**src/rtl/synth_pkg.sv**
```systemverilog
// Shared constants for the synth voice path.
// Note width, allocator state codes, MIDI note range.
package synth_pkg;

  localparam int NOTE_W = 7;

  localparam logic [1:0] ST_IDLE   = 2'd0;
  localparam logic [1:0] ST_SCAN   = 2'd1;
  localparam logic [1:0] ST_COMMIT = 2'd2;

  localparam logic [NOTE_W-1:0] MIDI_NOTE_MIN = 7'd0;
  localparam logic [NOTE_W-1:0] MIDI_NOTE_MAX = 7'd127;

  typedef logic [NOTE_W-1:0] note_t;

endpackage

```
**src/rtl/voice_age_tracker.sv**
```systemverilog
// Saturating per-voice age counters.
// Read port follows the allocator's scan index.
module voice_age_tracker
  import synth_pkg::*;
#(
  parameter int NUM_VOICES  = 4,
  parameter int VOICE_IDX_W = 2,
  parameter int AGE_W       = 8
) (
  input  logic                   clk,
  input  logic                   rst,
  input  logic                   commit,
  input  logic [VOICE_IDX_W-1:0] chosen_idx,
  input  logic [NUM_VOICES-1:0]  gate,
  input  logic [VOICE_IDX_W-1:0] scan_idx,
  output logic [AGE_W-1:0]       scan_age
);

  localparam logic [AGE_W-1:0] AGE_MAX = {AGE_W{1'b1}};

  logic [AGE_W-1:0] age_q [NUM_VOICES];

  // Chosen voice restarts at 0; other sounding voices grow and stick at max.
  always_ff @(posedge clk) begin
    if (rst) begin
      for (int i = 0; i < NUM_VOICES; i++)
        age_q[i] <= '0;
    end else if (commit) begin
      for (int i = 0; i < NUM_VOICES; i++) begin
        if (chosen_idx == VOICE_IDX_W'(i))
          age_q[i] <= '0;
        else if (gate[i] && age_q[i] != AGE_MAX)
          age_q[i] <= age_q[i] + AGE_W'(1);
      end
    end
  end

  assign scan_age = age_q[scan_idx];

endmodule

```
**src/rtl/voice_allocator.sv**
```systemverilog
// Polyphonic voice allocator: retrigger, free, or steal oldest.
// One voice examined per scan cycle, single commit cycle.
module voice_allocator
  import synth_pkg::*;
#(
  parameter int NUM_VOICES  = 4,
  parameter int VOICE_IDX_W = 2,
  parameter int AGE_W       = 8
) (
  input  logic                     CLOCK_50,
  input  logic                     RESET,
  input  logic                     eventValid,
  output logic                     eventReady,
  input  logic                     eventIsNoteOn,
  input  logic [NOTE_W-1:0]        eventNote,
  input  logic                     allNotesOff,
  output logic [NUM_VOICES-1:0]    voiceGate,
  output logic [NOTE_W*NUM_VOICES-1:0] voiceNote,
  output logic [NUM_VOICES-1:0]    voiceTrigger,
  output logic [7:0]               stealCount
);

  localparam logic [VOICE_IDX_W-1:0] LAST_IDX =
    VOICE_IDX_W'(NUM_VOICES - 1);

  logic [1:0] state_q;
  logic [1:0] state_d;
  logic       idle;
  logic       scan_en;
  logic       commit_en;
  logic       accept;
  logic       last_scan;

  logic                   ev_on_q;
  note_t                  ev_note_q;
  logic [VOICE_IDX_W-1:0] scan_idx_q;

  logic                   match_hit_q;
  logic [VOICE_IDX_W-1:0] match_idx_q;
  logic                   free_hit_q;
  logic [VOICE_IDX_W-1:0] free_idx_q;
  logic                   old_hit_q;
  logic [VOICE_IDX_W-1:0] old_idx_q;
  logic [AGE_W-1:0]       old_age_q;
  logic [AGE_W-1:0]       scan_age;

  logic [NUM_VOICES-1:0]  gate_q;
  note_t                  note_q [NUM_VOICES];
  logic [NUM_VOICES-1:0]  trig_q;
  logic [7:0]             steal_q;

  logic                   cur_gate;
  note_t                  cur_note;

  logic                   sel_retrig;
  logic                   sel_assign;
  logic                   sel_steal;
  logic                   sel_release;
  logic                   age_commit;
  logic [VOICE_IDX_W-1:0] tgt_idx;

  assign accept    = eventValid && idle && !allNotesOff;
  assign last_scan = scan_idx_q == LAST_IDX;

  // State register.
  always_ff @(posedge CLOCK_50) begin
    if (RESET)
      state_q <= ST_IDLE;
    else
      state_q <= state_d;
  end

  // Next state: IDLE -> SCAN (one voice per cycle) -> COMMIT -> IDLE.
  always_comb begin
    state_d = state_q;
    unique case (state_q)
      ST_IDLE:   if (accept) state_d = ST_SCAN;
      ST_SCAN:   if (last_scan) state_d = ST_COMMIT;
      ST_COMMIT: state_d = ST_IDLE;
      default:   state_d = ST_IDLE;
    endcase
  end

  // State decode strobes.
  always_comb begin
    idle      = 1'b0;
    scan_en   = 1'b0;
    commit_en = 1'b0;
    unique case (state_q)
      ST_IDLE:   idle      = 1'b1;
      ST_SCAN:   scan_en   = 1'b1;
      ST_COMMIT: commit_en = 1'b1;
      default:   idle      = 1'b0;
    endcase
  end

  assign eventReady = idle;

  assign cur_gate = gate_q[scan_idx_q];
  assign cur_note = note_q[scan_idx_q];

  // Latch the event on accept, then walk the voices recording candidates.
  always_ff @(posedge CLOCK_50) begin
    if (RESET) begin
      ev_on_q     <= 1'b0;
      ev_note_q   <= '0;
      scan_idx_q  <= '0;
      match_hit_q <= 1'b0;
      match_idx_q <= '0;
      free_hit_q  <= 1'b0;
      free_idx_q  <= '0;
      old_hit_q   <= 1'b0;
      old_idx_q   <= '0;
      old_age_q   <= '0;
    end else if (accept) begin
      ev_on_q     <= eventIsNoteOn;
      ev_note_q   <= eventNote;
      scan_idx_q  <= '0;
      match_hit_q <= 1'b0;
      free_hit_q  <= 1'b0;
      old_hit_q   <= 1'b0;
      old_age_q   <= '0;
    end else if (scan_en) begin
      scan_idx_q <= scan_idx_q + VOICE_IDX_W'(1);
      if (!match_hit_q && cur_gate && cur_note == ev_note_q) begin
        match_hit_q <= 1'b1;
        match_idx_q <= scan_idx_q;
      end
      if (!free_hit_q && !cur_gate) begin
        free_hit_q <= 1'b1;
        free_idx_q <= scan_idx_q;
      end
      // Strict compare keeps the lowest index on equal ages.
      if (cur_gate && (!old_hit_q || scan_age > old_age_q)) begin
        old_hit_q <= 1'b1;
        old_idx_q <= scan_idx_q;
        old_age_q <= scan_age;
      end
    end
  end

  assign sel_retrig  = commit_en && ev_on_q && match_hit_q;
  assign sel_assign  = commit_en && ev_on_q && !match_hit_q
                       && free_hit_q;
  assign sel_steal   = commit_en && ev_on_q && !match_hit_q
                       && !free_hit_q;
  assign sel_release = commit_en && !ev_on_q && match_hit_q;
  assign age_commit  = sel_retrig || sel_assign || sel_steal;

  // Pick the voice the commit acts on.
  always_comb begin
    tgt_idx = old_idx_q;
    unique case (1'b1)
      sel_retrig:  tgt_idx = match_idx_q;
      sel_release: tgt_idx = match_idx_q;
      sel_assign:  tgt_idx = free_idx_q;
      default:     tgt_idx = old_idx_q;
    endcase
  end

  // Voice bank registers; trigger is a one-cycle pulse after commit.
  always_ff @(posedge CLOCK_50) begin
    if (RESET) begin
      gate_q  <= '0;
      trig_q  <= '0;
      steal_q <= '0;
      for (int i = 0; i < NUM_VOICES; i++)
        note_q[i] <= '0;
    end else begin
      trig_q <= '0;
      if (idle && allNotesOff)
        gate_q <= '0;
      unique case (1'b1)
        sel_retrig: trig_q[tgt_idx] <= 1'b1;
        sel_assign, sel_steal: begin
          gate_q[tgt_idx] <= 1'b1;
          note_q[tgt_idx] <= ev_note_q;
          trig_q[tgt_idx] <= 1'b1;
        end
        sel_release: gate_q[tgt_idx] <= 1'b0;
        default: ;
      endcase
      if (sel_steal)
        steal_q <= steal_q + 8'd1;
    end
  end

  voice_age_tracker #(
    .NUM_VOICES  (NUM_VOICES),
    .VOICE_IDX_W (VOICE_IDX_W),
    .AGE_W       (AGE_W)
  ) u_age (
    .clk        (CLOCK_50),
    .rst        (RESET),
    .commit     (age_commit),
    .chosen_idx (tgt_idx),
    .gate       (gate_q),
    .scan_idx   (scan_idx_q),
    .scan_age   (scan_age)
  );

  for (genvar i = 0; i < NUM_VOICES; i++) begin : g_note
    assign voiceNote[NOTE_W*i +: NOTE_W] = note_q[i];
  end

  assign voiceGate    = gate_q;
  assign voiceTrigger = trig_q;
  assign stealCount   = steal_q;

endmodule

```
**config.mk**
```make
export PLATFORM = sky130hd
export DESIGN_NAME = voice_allocator
export DESIGN_NICKNAME = d
export VERILOG_FILES = /design/src/rtl/synth_pkg.sv /design/src/rtl/voice_age_tracker.sv /design/src/rtl/voice_allocator.sv
export SDC_FILE = /design/constraint.sdc
export NUM_CORES = 1
export LEC_CHECK = 0
export CORE_AREA = 2 2 116 118
export CTS_BUF_LIST = sky130_fd_sc_hd__clkbuf_2
export CTS_CLUSTER_SIZE = 10
export DETAILED_ROUTE_END_ITERATION = 7
export DIE_AREA = 0 0 118 120
export SYNTH_ARGS = -nofsm -noshare
export SYNTH_HDL_FRONTEND = slang
export SYNTH_SLANG_ARGS = --single-unit
export TNS_END_PERCENT = 30
```
**constraint.sdc**
```tcl
create_clock -name CLOCK_50 -period 3.09 [get_ports CLOCK_50]
set_input_delay 0.927 -clock CLOCK_50 [delete_from_list [all_inputs] [get_ports CLOCK_50]]
set_output_delay 0.927 -clock CLOCK_50 [all_outputs]
set_load 0.01 [all_outputs]
```
---- After elaboration in Yosys (flattened, before gate mapping) ----
Memory sizes are Yosys's and may differ from the RTL's. A register that Yosys moved wholly into a read port is not among the register bits.
Index checks and enable logic that the tools add are counted.
word-level totals
  register bits ........................... 45
  input bits .............................. 12
  memories ................................ 2
  output and inout port bits .............. 45
  logic and storage cells ................. 165
  memory bits (writable) .................. 60
  bits in latches ......................... 0
  bits in read-only memories .............. 0
cells by class
  bitwise logic cells ..................... 13
  reduce and logical (&&, ||, !) cells .... 43
  divide/modulo/power cells ............... 0
  add/subtract/negate cells ............... 6
  magnitude comparators ................... 4
  eq/ne operators ......................... 13
  muxes and demuxes ....................... 70
  shifts and indexed selects .............. 0
  multiply operators ...................... 0
memories
  name         depth  width  rd ports  clocked after Yosys merged registers in  wr ports  RTL line                 text
  u_age.age_q  4      8      5         1                                        4         voice_age_tracker.sv:21  logic [AGE_W-1:0] age_q [NUM_VOICES];
  note_q       4      7      5         1                                        4         voice_allocator.sv:48    note_t note_q [NUM_VOICES];
operators with widths
  operator               count
  $mux W8                8
  $mux W1                47
  $add A8 B1 Y8 const B  5
  $ne A8 B8 Y1 const B   4
  $logic_and A1 B1 Y1    19
  $mux W2                7
  $reduce_and A3 Y1      3
  $eq A2 B2 Y1 const B   4
  $gt A8 B8 Y1           1
  $mux W4                2
  $or A1 B1 Y1           8
  $pmux W2 S2            2
  $pmux W4 S2            1
  $reduce_and A2 Y1      4
  $reduce_or A2 Y1       4
  $eq A7 B7 Y1           1
  $mux W7                1
  $reduce_or A7 Y1       1
  $logic_not A1 Y1       6
  $lt A2 B3 Y1 const B   2
  $and A4 B4 Y4          1
  $eq A2 B1 Y1 const B   2
  $logic_not A2 Y1       2
  $ne A2 B2 Y1 const B   2
  9 further kinds        12

---- Depth between registers and ports, before layout ----
Gate-level depths: netlist (run 1).
  word-level depth ........................ 13
  gate-level depth with buffers ........... 12
  mapped depth without buffers ............ 9

---- Modules after synthesis ----
From an unflattened synthesis (run 1), not the netlist that was laid out.
second synthesis, totals
  cell total of the unflattened synthesis .. 519
  area, all modules ....................... 5462.7 um^2
modules (own cells, without submodules)
  module             cells an instance  instances  seq. area each (um^2)  area an instance (um^2)
  voice_allocator    343                1          1781.7                 3510.9
  voice_age_tracker  176                1          960.9                  1951.9

---- Worst setup path before layout (run 1) ----
OpenSTA, ideal clock, no wires.
  path kind ............................... reg2reg
  from .................................... register (tool-made name)
  to ...................................... register old_age_q[0]
  library setup time ...................... 0.128 ns
  clock period less this slack ............ 2.604 ns
  setup slack ............................. 0.486 ns
  data arrival time ....................... 2.476 ns
  cell stages (with the launch flop) ...... 12
  cells stage by stage .................... dfxtp_1 > buf_2 > buf_6 > mux4_2 > ha_1 > nor2b_1 > o211ai_1 > a21oi_1 > o211ai_1 > buf_2 > mux2i_1 > nor2_1
RTL lines
  what                  RTL line                text
  end signal, assigned  voice_allocator.sv:137  old_age_q <= scan_age;
  end, declared         voice_allocator.sv:44   logic [AGE_W-1:0] old_age_q;

---- Final worst setup path (run 1) ----
  from .................................... register state_q[1]
  to ...................................... output eventReady
on the way
  word-level cells in the longest chain between the ends .. 2
RTL lines
  what                    RTL line               text
  start, declared         voice_allocator.sv:26  logic [1:0] state_q;
  start signal, assigned  voice_allocator.sv:70  state_q <= state_d;
  $logic_not A2 Y1        voice_allocator.sv:89  unique case (state_q)
  $mux W1                 voice_allocator.sv:89
  end, declared           voice_allocator.sv:13  output logic eventReady,
Every way passes these cells.

==> results of run 1 <==
==> path summary, 6_finish.rpt <==
kind	startpoint	to	slack, ns	depth (start not counted)
max	state_q[1]	eventReady	0.28	2
min	match_idx_q[0]	match_idx_q[0]	0.47	2
max reg2reg	flip-flop	old_age_q[1]	0.37	9
min reg2reg	match_idx_q[0]	match_idx_q[0]	0.47	2
==> cells in the mapped netlist, types with 4 or more instances <==
master | n | area share, %
mux2i_1 | 17 | 3.3
clkbuf_1 | 8 | 0.59
xnor2_1 | 19 | 3.3
nor2_1 | 97 | 7.1
dfxtp_1 | 47 | 18
nand3_1 | 18 | 1.8
and3_1 | 13 | 1.6
o211ai_1 | 5 | 0.74
nand2_1 | 49 | 3.6
inv_1 | 23 | 1.7
edfxtp_1 | 60 | 35
o21ai_0 | 5 | 0.49
mux4_2 | 15 | 6.6
nand4_1 | 8 | 0.98
ha_1 | 14 | 3.4
buf_2 | 6 | 0.59
a21oi_1 | 14 | 1.4
xor2_1 | 20 | 3.4
o311ai_1 | 4 | 0.69
==> metrics by stage <==
stage | std cells | cell area (um^2) | total power (W) | utilization (%)
after floorplan | 471 | 5100 | 0.00173 | -
after global placement | 712 | 5990 | 0.00182 | 46.2
after detailed placement | 712 | 5990 | 0.00182 | 46.2
after CTS | 728 | 6120 | 0.00253 | 47.1
after global routing | 729 | 6120 | 0.00261 | 47.2
final | 729 | 6120 | 0.00250 | 47.2
==> routing by layer <==
metal  wire length, um  vias up
li1                  -     1804
met1              5710     1808
met2              5520       63
met3               397       12
met4               193        0
met5                 0        -
==> worst min-delay path: stages, from the launching register on <==
cell and delay, ns:
dfxtp_1 0.38, nand2_1 0.05, mux2i_1 0.05
==> sequential cells by signal, summed over array words and instances, names as in the netlist, 2 cells and up, named ones only <==
name,count
free_idx_q,2
voiceGate,4
u_age.age_q,32
note_q,28
state_q,2
old_age_q,8
ev_note_q,7
old_idx_q,2
stealCount,8
match_idx_q,2
scan_idx_q,2
voiceTrigger,4
==> cell type report <==
cell class              count  area, um^2  share of cell area [%]
well taps                 176         220                    3.60
repair buffers             80         741                    12.1
flip-flops and latches    107        2740                    44.8
clock inverters             7        82.6                    1.35
multi-input cells         326        2200                    36.0
diodes                      1        2.50                  0.0409
inverters                  23        86.3                    1.41
clock buffers               9        45.0                   0.736
==> power groups by stage <==
stage	clock [W]	combinational, W	sequential (W)
detailed placement	0	0.000211	0.00161
finish	0.000710	0.000209	0.00158
global placement	0	0.000207	0.00161
CTS	0.000737	0.000212	0.00158
floorplan	0	0.000129	0.00160
global route	0.000786	0.000230	0.00159
==> cells by family after synthesis <==
kind of cell,Yosys count
and+or+nand+nor,203
xor gates and xnor gates,39
AOI/OAI and AO/OA,38
muxes,32
DFF,107
adders and majority gates,14
buffers and inverters,38
==> flow_summary.ini, run 1 <==
[outcome]
status = complete, no violations

[placed_design]
pre_cts_ws_ns = 0.313
port_buffers = 56
gp_congestion = 0.799
hpwlAfterDp_mm = 8.87

[die]
die-width_um = 118
die_h_um = 120
rows = 42
start_util_pct = 39.3
die_area_um2 = 14200
ios = 57
core_area_um2 = 13000

[sta]
whs_ns = 0.473
final.setup.tns_ns = 0
rsz0062_at_grt = false
skew_ns = 0.0371
relSlewSlack_pct = 16.4
finalSetupViolCount = 0
tightestPinTransition_ns = 1.23
fmax_mhz = 356
finalWorstSetupSlack_ns = 0.280
fin_crit_sh_pct = 91.0
maxSlewViolCount = 0
timing.final.hold_violations = 0
period_minus_slack_ns = 2.81

[grt]
grt_start_max_net_pins = 24
grt_pass1_vias = 3689
gr-usage-met2_pct = 28.0
grt_pass1_wl_mm = 19.3
grt_overflow_total = 0
use_met1_pct = 23.9
antenna_found_initial = 1
grt_usage_pct = 17.5
top_usage_layer = met2
grt.met3_usage_pct = 3.04

[job]
maxCapViolCount = 0

[logic_synthesis]
avgSynthCellArea_um2 = 10.8
synth_edf_count = 60
syn-num-nets = 497
synth_cells = 471
ys_ff_latch = 107
yosys_most_used_dff = edfxtp_1
yosysUniqueCellTypes = 38
synthMuxAreaShare_pct = 9.96
synth-simple-area-share_pct = 18.1
yosys.area_share.adder_pct = 3.43
yosysWarnings = 0
async_flop_share_pct = 0
seq_area_frac_synth_pct = 53.8
synth_xor_area_share_pct = 6.69
syn_area_um2 = 5100
synth_top_family_by_area = simple AND/OR/NAND/NOR gates
synth_compound_area_share_pct = 4.95

[critical_path]
crit_path_end_kind = output port
crit_family = buffers and inverters
crit_type = reg -> out
cp_slowest_stage_delay_ns = 0.59
crit_arrival_ns = 1.88
start_kind = flip-flop
worstPathCellList = nor2_1, clkdlybuf4s50_1
critPathMaxFanout = 7
path_buf_inv = 1
slowest_stage = clkdlybuf4s50_1
required_ns = 2.16

[clock_network]
insertion_delay_ns = 0.62
clkTransAtPathRegs_ns = 0.30
ctsResizeCount = 0
clkSinkCount = 107
hold_buffers = 0
cts_buffer_depth = 2
htree_levels = 3
root_buffer = clkbuf_2
tritoncts = done
cts_setup_buffers = 0
cts_buffers = 9

[power_and_ir_drop]
peakVddDrop_v = 0.000242
powerDensity_nw_per_um2 = 409
p_clk_share_pct = 28.4
seq_power_share_pct = 63.3
power.switching_w = 0.000649
internal_power_w = 0.00185
pwr-share-comb_pct = 8.4
swShare_pct = 25.9
p_leak_nw = 2.28

[final_layout]
nets = 573
drive_above_1_share_pct = 11.1
fillers = 1237
area_delta_synth_final_pct = 20.0
final_common_cell = nor2_1
final_cell_mix = nor2_1 (97), edfxtp_1 (60), clkdlybuf4s50_1 (56), nand2_1 (49), dfxtp_1 (47)

[routing]
drt_wl_total_mm = 11.8
first_pass_iters = 4
drc = 0
drt-vias-per-instance = 5.06
postRouteAntennaNets = 0
dr_total_vias = 3687
wire_per_inst_um = 16.2
drt_iter0_drc = 224

[min_path]
hp-class = reg -> reg
Note: power is estimated with default switching activity, not from simulation.
==> run 2, diff against run 1 <==
--- a/config.mk
+++ b/config.mk
@@ -5,11 +5,14 @@
 export SDC_FILE = /design/constraint.sdc
 export NUM_CORES = 1
 export LEC_CHECK = 0
+export CELL_PAD_IN_SITES_DETAIL_PLACEMENT = 1
+export CELL_PAD_IN_SITES_GLOBAL_PLACEMENT = 1
 export CORE_AREA = 2 2 116 118
 export CTS_BUF_LIST = sky130_fd_sc_hd__clkbuf_2
 export CTS_CLUSTER_SIZE = 10
 export DETAILED_ROUTE_END_ITERATION = 7
 export DIE_AREA = 0 0 118 120
+export PLACE_DENSITY_LB_ADDON = 0.1
 export SYNTH_ARGS = -nofsm -noshare
 export SYNTH_HDL_FRONTEND = slang
 export SYNTH_SLANG_ARGS = --single-unit
==> run 2 against run 1 <==
Sequential cell count is the same. Via count grew 1.6%. First-iteration DRC count grew 7.1%. Sequential share of layout area is essentially flat. Clock power shrank 3.8%. Final area is essentially flat. Critical path type unchanged. Clock-buffer cell count is the same. Register-to-register slack lost 0.04 ns. Fmax shrank 0.30%. Highest routed layer unchanged. Clock skew shrank 0.0086 ns.
==> flow_summary.ini, run 2 (synthesized netlist as in run 1, its figures left out) <==
[critical_path]
setup.worst_path.start = state_q[0]
crit_path_end_kind = output port
r2r_cells = 9
endpoint = eventReady
critPathMaxFanout = 7
regToRegEndpoint = old_idx_q[0]
crit_type = reg -> out
crit_arrival_ns = 1.89
start_kind = flip-flop
required_ns = 2.16
reg2reg_slack_ns = 0.33

[sta]
skew_ns = 0.0285
maxSlewViolCount = 0
relSlewSlack_pct = 15.1
tightestPinTransition_ns = 1.25
final.setup.tns_ns = 0
fin_crit_sh_pct = 91.2
fmax_mhz = 355
rsz0062_at_grt = false
finalSetupViolCount = 0
timing.final.hold_violations = 0
period_minus_slack_ns = 2.82

[die]
ios = 57
rows = 42
die_area_um2 = 14200
die_h_um = 120
die-width_um = 118
start_util_pct = 39.3
core_area_um2 = 13000

[clock_network]
hold_buffers = 0
htree_levels = 3
cts_buffers = 9
root_buffer = clkbuf_2
insertion_delay_ns = 0.65
clkTransAtPathRegs_ns = 0.29
ctsResizeCount = 0
cts_buffer_depth = 2
cts_setup_buffers = 0
tritoncts = done
clkSinkCount = 107

[routing]
wire_per_inst_um = 17.7
drt-vias-per-instance = 5.13
postRouteAntennaNets = 0
drc = 0
first_pass_iters = 4
dr_total_vias = 3745
drt_wl_total_mm = 12.9
drt_iter0_drc = 240

[final_layout]
regMostFlops = u_age.age_q
largest_reg_flops = 32
drive_above_1_share_pct = 11.2
top_regs = u_age.age_q: 32 flops, note_q: 28 flops
final_common_cell = nor2_1
nets = 574
area_delta_synth_final_pct = 20.0
final_cell_mix = nor2_1 (97), edfxtp_1 (60), clkdlybuf4s50_1 (56), nand2_1 (49), dfxtp_1 (47)

[placed_design]
gp_congestion = 0.776
hpwlAfterDp_mm = 9.83
port_buffers = 56

[grt]
antenna_found_initial = 1
grt_usage_pct = 19.4
grt_overflow_total = 0
grt_start_max_net_pins = 24
grt_pass1_wl_mm = 21.0
grt_pass1_vias = 3893

[min_path]
holdPathStages = 2
hp-class = reg -> reg

[job]
maxCapViolCount = 0

[power_and_ir_drop]
total_power_w = 0.00248
peakVddDrop_v = 0.000387
powerDensity_nw_per_um2 = 405
p_leak_nw = 2.27

[outcome]
status = complete, no violations
-- run 2: area by class of cell --
type	count	area, um^2
Fill cell	1461	6860
Sequential cell	107	2740
Multi-Input combinational cell	326	2200
Timing Repair Buffer	81	748
Tap cell	176	220
Inverter	23	86.3
Clock inverter	7	76.3
Clock buffer	9	45.0
Antenna cell	1	2.50
-- run 2: worst min path at each step --
stage,startpoint,endpoint,slack [ns]
floorplan,match_idx_q[1],match_idx_q[1],0.43
global placement,match_idx_q[0],match_idx_q[0],0.44
finish,match_idx_q[1],match_idx_q[1],0.49
CTS,match_idx_q[1],match_idx_q[1],0.49
global route,match_idx_q[1],match_idx_q[1],0.53
detailed placement,match_idx_q[1],match_idx_q[1],0.46
-- run 2: through the flow --
step,hold slack [ns],area (um^2),std cells,setup slack [ns],util [%]
finish,0.489,6120,730,0.271,47.2
detailed placement,0.462,6000,713,0.302,46.2
CTS,0.493,6120,729,0.220,47.2
global placement,0.444,6000,713,0.372,46.2
floorplan,0.430,5100,471,0.486,-
global route,0.529,6120,730,0.0975,47.2
-- run 2: routing by layer --
metal | vias up | share of wire [%] | track usage [%]
li1 | 1806 | - | -
met1 | 1874 | 48 | 26.2
met2 | 57 | 48 | 31.2
met3 | 8 | 3.3 | 5.09
met4 | 0 | 1.0 | 4.52
met5 | - | 0 | 0
-- run 2: where the power goes --
| part | switching, W | internal [W] |
|---|---|---|
| logic | 0.000102 | 0.000109 |
| registers | 0.0000468 | 0.00154 |
| clock network | 0.000488 | 0.000195 |
-- run 2: critical path, stage by stage, from the launching register on --
cell             delay (ns)
dfxtp_1                0.45
nor2_1                 0.21
clkdlybuf4s50_1        0.59
==> run 3, diff against run 2 <==
--- a/config.mk
+++ b/config.mk
@@ -7,11 +7,12 @@
 export LEC_CHECK = 0
 export CELL_PAD_IN_SITES_DETAIL_PLACEMENT = 1
 export CELL_PAD_IN_SITES_GLOBAL_PLACEMENT = 1
-export CORE_AREA = 2 2 116 118
+export CORE_AREA = 2 2 109 111
 export CTS_BUF_LIST = sky130_fd_sc_hd__clkbuf_2
 export CTS_CLUSTER_SIZE = 10
 export DETAILED_ROUTE_END_ITERATION = 7
-export DIE_AREA = 0 0 118 120
+export DIE_AREA = 0 0 111 113
+export GPL_TIMING_DRIVEN = 0
 export PLACE_DENSITY_LB_ADDON = 0.1
 export SYNTH_ARGS = -nofsm -noshare
 export SYNTH_HDL_FRONTEND = slang
==> constraint.sdc (replaced) <==
create_clock -name CLOCK_50 -period 3.2 [get_ports CLOCK_50]
set_input_delay 0.96 -clock CLOCK_50 [delete_from_list [all_inputs] [get_ports CLOCK_50]]
set_output_delay 0.96 -clock CLOCK_50 [all_outputs]
set_load 0.01 [all_outputs]
==> run 3 against run 2 <==
Register-to-register slack worse by 0.07 ns. Worst setup slack worse by 0.0093 ns. Core utilization up 5.6 points. Die area down 11%. Critical path type is now reg -> reg. Wire length down 3.1%.
==> flow_summary.ini, run 3 (synthesized netlist as in run 1, its figures left out) <==
[critical_path]
crit_type = reg -> reg
crit_path_end_kind = flip-flop
crit_arrival_ns = 3.45
start_kind = flip-flop
critPathMaxFanout = 10
required_ns = 3.71

[final_layout]
final_cell_mix = nor2_1 (97), edfxtp_1 (60), clkdlybuf4s50_1 (55), nand2_1 (49), dfxtp_1 (47)
top_regs = u_age.age_q: 32 flops, note_q: 28 flops
fillers = 1238
final_common_cell = nor2_1
antenna_cells = 0
largest_reg_flops = 32
drive_above_1_share_pct = 9.56
regMostFlops = u_age.age_q
nets = 565
area_delta_synth_final_pct = 16.6

[sta]
relSlewSlack_pct = 44.3
maxSlewViolCount = 0
whs_ns = 0.481
period_minus_slack_ns = 2.94
skew_ns = 0.0428
final.setup.tns_ns = 0
rsz0062_at_grt = false
finalWorstSetupSlack_ns = 0.262
tightestPinTransition_ns = 0.834
fmax_mhz = 340
finalSetupViolCount = 0
fin_crit_sh_pct = 91.8
timing.final.hold_violations = 0

[power_and_ir_drop]
p_clk_share_pct = 24.5
internal_power_w = 0.00170
total_power_w = 0.00229
powerDensity_nw_per_um2 = 385
p_leak_nw = 2.20
peakVddDrop_v = 0.000320
seq_power_share_pct = 66.4
pwr-share-comb_pct = 9.1
swShare_pct = 25.8
power.switching_w = 0.000591

[placed_design]
port_buffers = 55
pre_cts_ws_ns = -0.0812
hpwlAfterDp_mm = 9.26
gp_congestion = 0.773

[die]
die_area_um2 = 12500
die_h_um = 113
core_area_um2 = 11300
rows = 39
die-width_um = 111
ios = 57
start_util_pct = 45.3

[clock_network]
cts_buffer_depth = 2
root_buffer = clkbuf_2
clkTransAtPathRegs_ns = 0.27
insertion_delay_ns = 0.62
tritoncts = done
htree_levels = 3
clkSinkCount = 107
cts_buffers = 9

[grt]
top_usage_layer = met2
grt_start_max_net_pins = 17
gr-usage-met2_pct = 33.3
grt_overflow_total = 0
grt_pass1_wl_mm = 20.5
grt_usage_pct = 21.0
use_met1_pct = 29.3
antenna_found_initial = 0
grt.met3_usage_pct = 3.16
grt_pass1_vias = 3850

[routing]
drt-vias-per-instance = 5.46
first_pass_iters = 4
drc = 0
postRouteAntennaNets = 0
wire_per_inst_um = 18.2
dr_total_vias = 3751
drt_iter0_drc = 192
drt_wl_total_mm = 12.5

[outcome]
status = complete, no violations

[min_path]
hp-class = reg -> reg

[job]
maxCapViolCount = 0
run 3: layout make-up:
class / instances / area (um^2) / share of cell area, %
Sequential cell: 107 / 2740 / 46.1
Buffer: 15 / 72.6 / 1.22
Tap cell: 143 / 179 / 3.01
Multi-Input combinational cell: 326 / 2220 / 37.4
Timing Repair Buffer: 57 / 566 / 9.50
Inverter: 23 / 86.3 / 1.45
Clock inverter: 3 / 16.3 / 0.273
Clock buffer: 13 / 65.1 / 1.09
run 3: path summary, 6_finish.rpt:
| path | depth (start not counted) | slack [ns] | end | startpoint |
|---|---|---|---|---|
| hold / removal | 2 | 0.48 | match_idx_q[1] | match_idx_q[1] |
| hold reg to reg | 2 | 0.48 | match_idx_q[1] | match_idx_q[1] |
| setup / recovery | 11 | 0.26 | old_age_q[5] | flip-flop |
| setup reg to reg | 11 | 0.26 | old_age_q[5] | flip-flop |
run 3: power groups by stage:
stage               combinational [W]  sequential, W  clock (W)
global placement             0.000203        0.00155          0
CTS                          0.000209        0.00152   0.000577
global route                 0.000230        0.00153   0.000621
detailed placement           0.000208        0.00155          0
floorplan                    0.000125        0.00154          0
finish                       0.000209        0.00152   0.000560
run 3: per-stage QoR:
stage          utilization, %  cells  area [um^2]
6_report                 52.8    687         5950
2_1_floorplan               -    471         5100
3_3_place_gp             51.7    669         5830
3_5_place_dp             51.7    669         5830
5_1_grt                  52.8    687         5950
4_1_cts                  52.5    685         5910
run 3: critical path, stage by stage, from the launching register on:
cell      delay, ns
dfxtp_1        0.37
buf_2          0.24
buf_6          0.22
mux4_2         0.57
ha_1           0.31
nor2b_1        0.13
o211ai_1       0.15
a21oi_1        0.09
o211ai_1       0.15
buf_2          0.32
mux2i_1        0.22
nor2_1         0.05
run 3: what timing repair did:
action,CTS,global route
endpoints found under the hold margin,0,0
pin swaps,0,2
gates resized for setup,1,4
hold buffers,0,0
buffers inserted,0,2
endpoints found under the setup margin,7,36
run 3: layer usage:
layer,share of wire (%),wire length [um]
met5,0,0
met4,1.3,165
met3,3.4,422
met2,47,5880
met1,48,6060
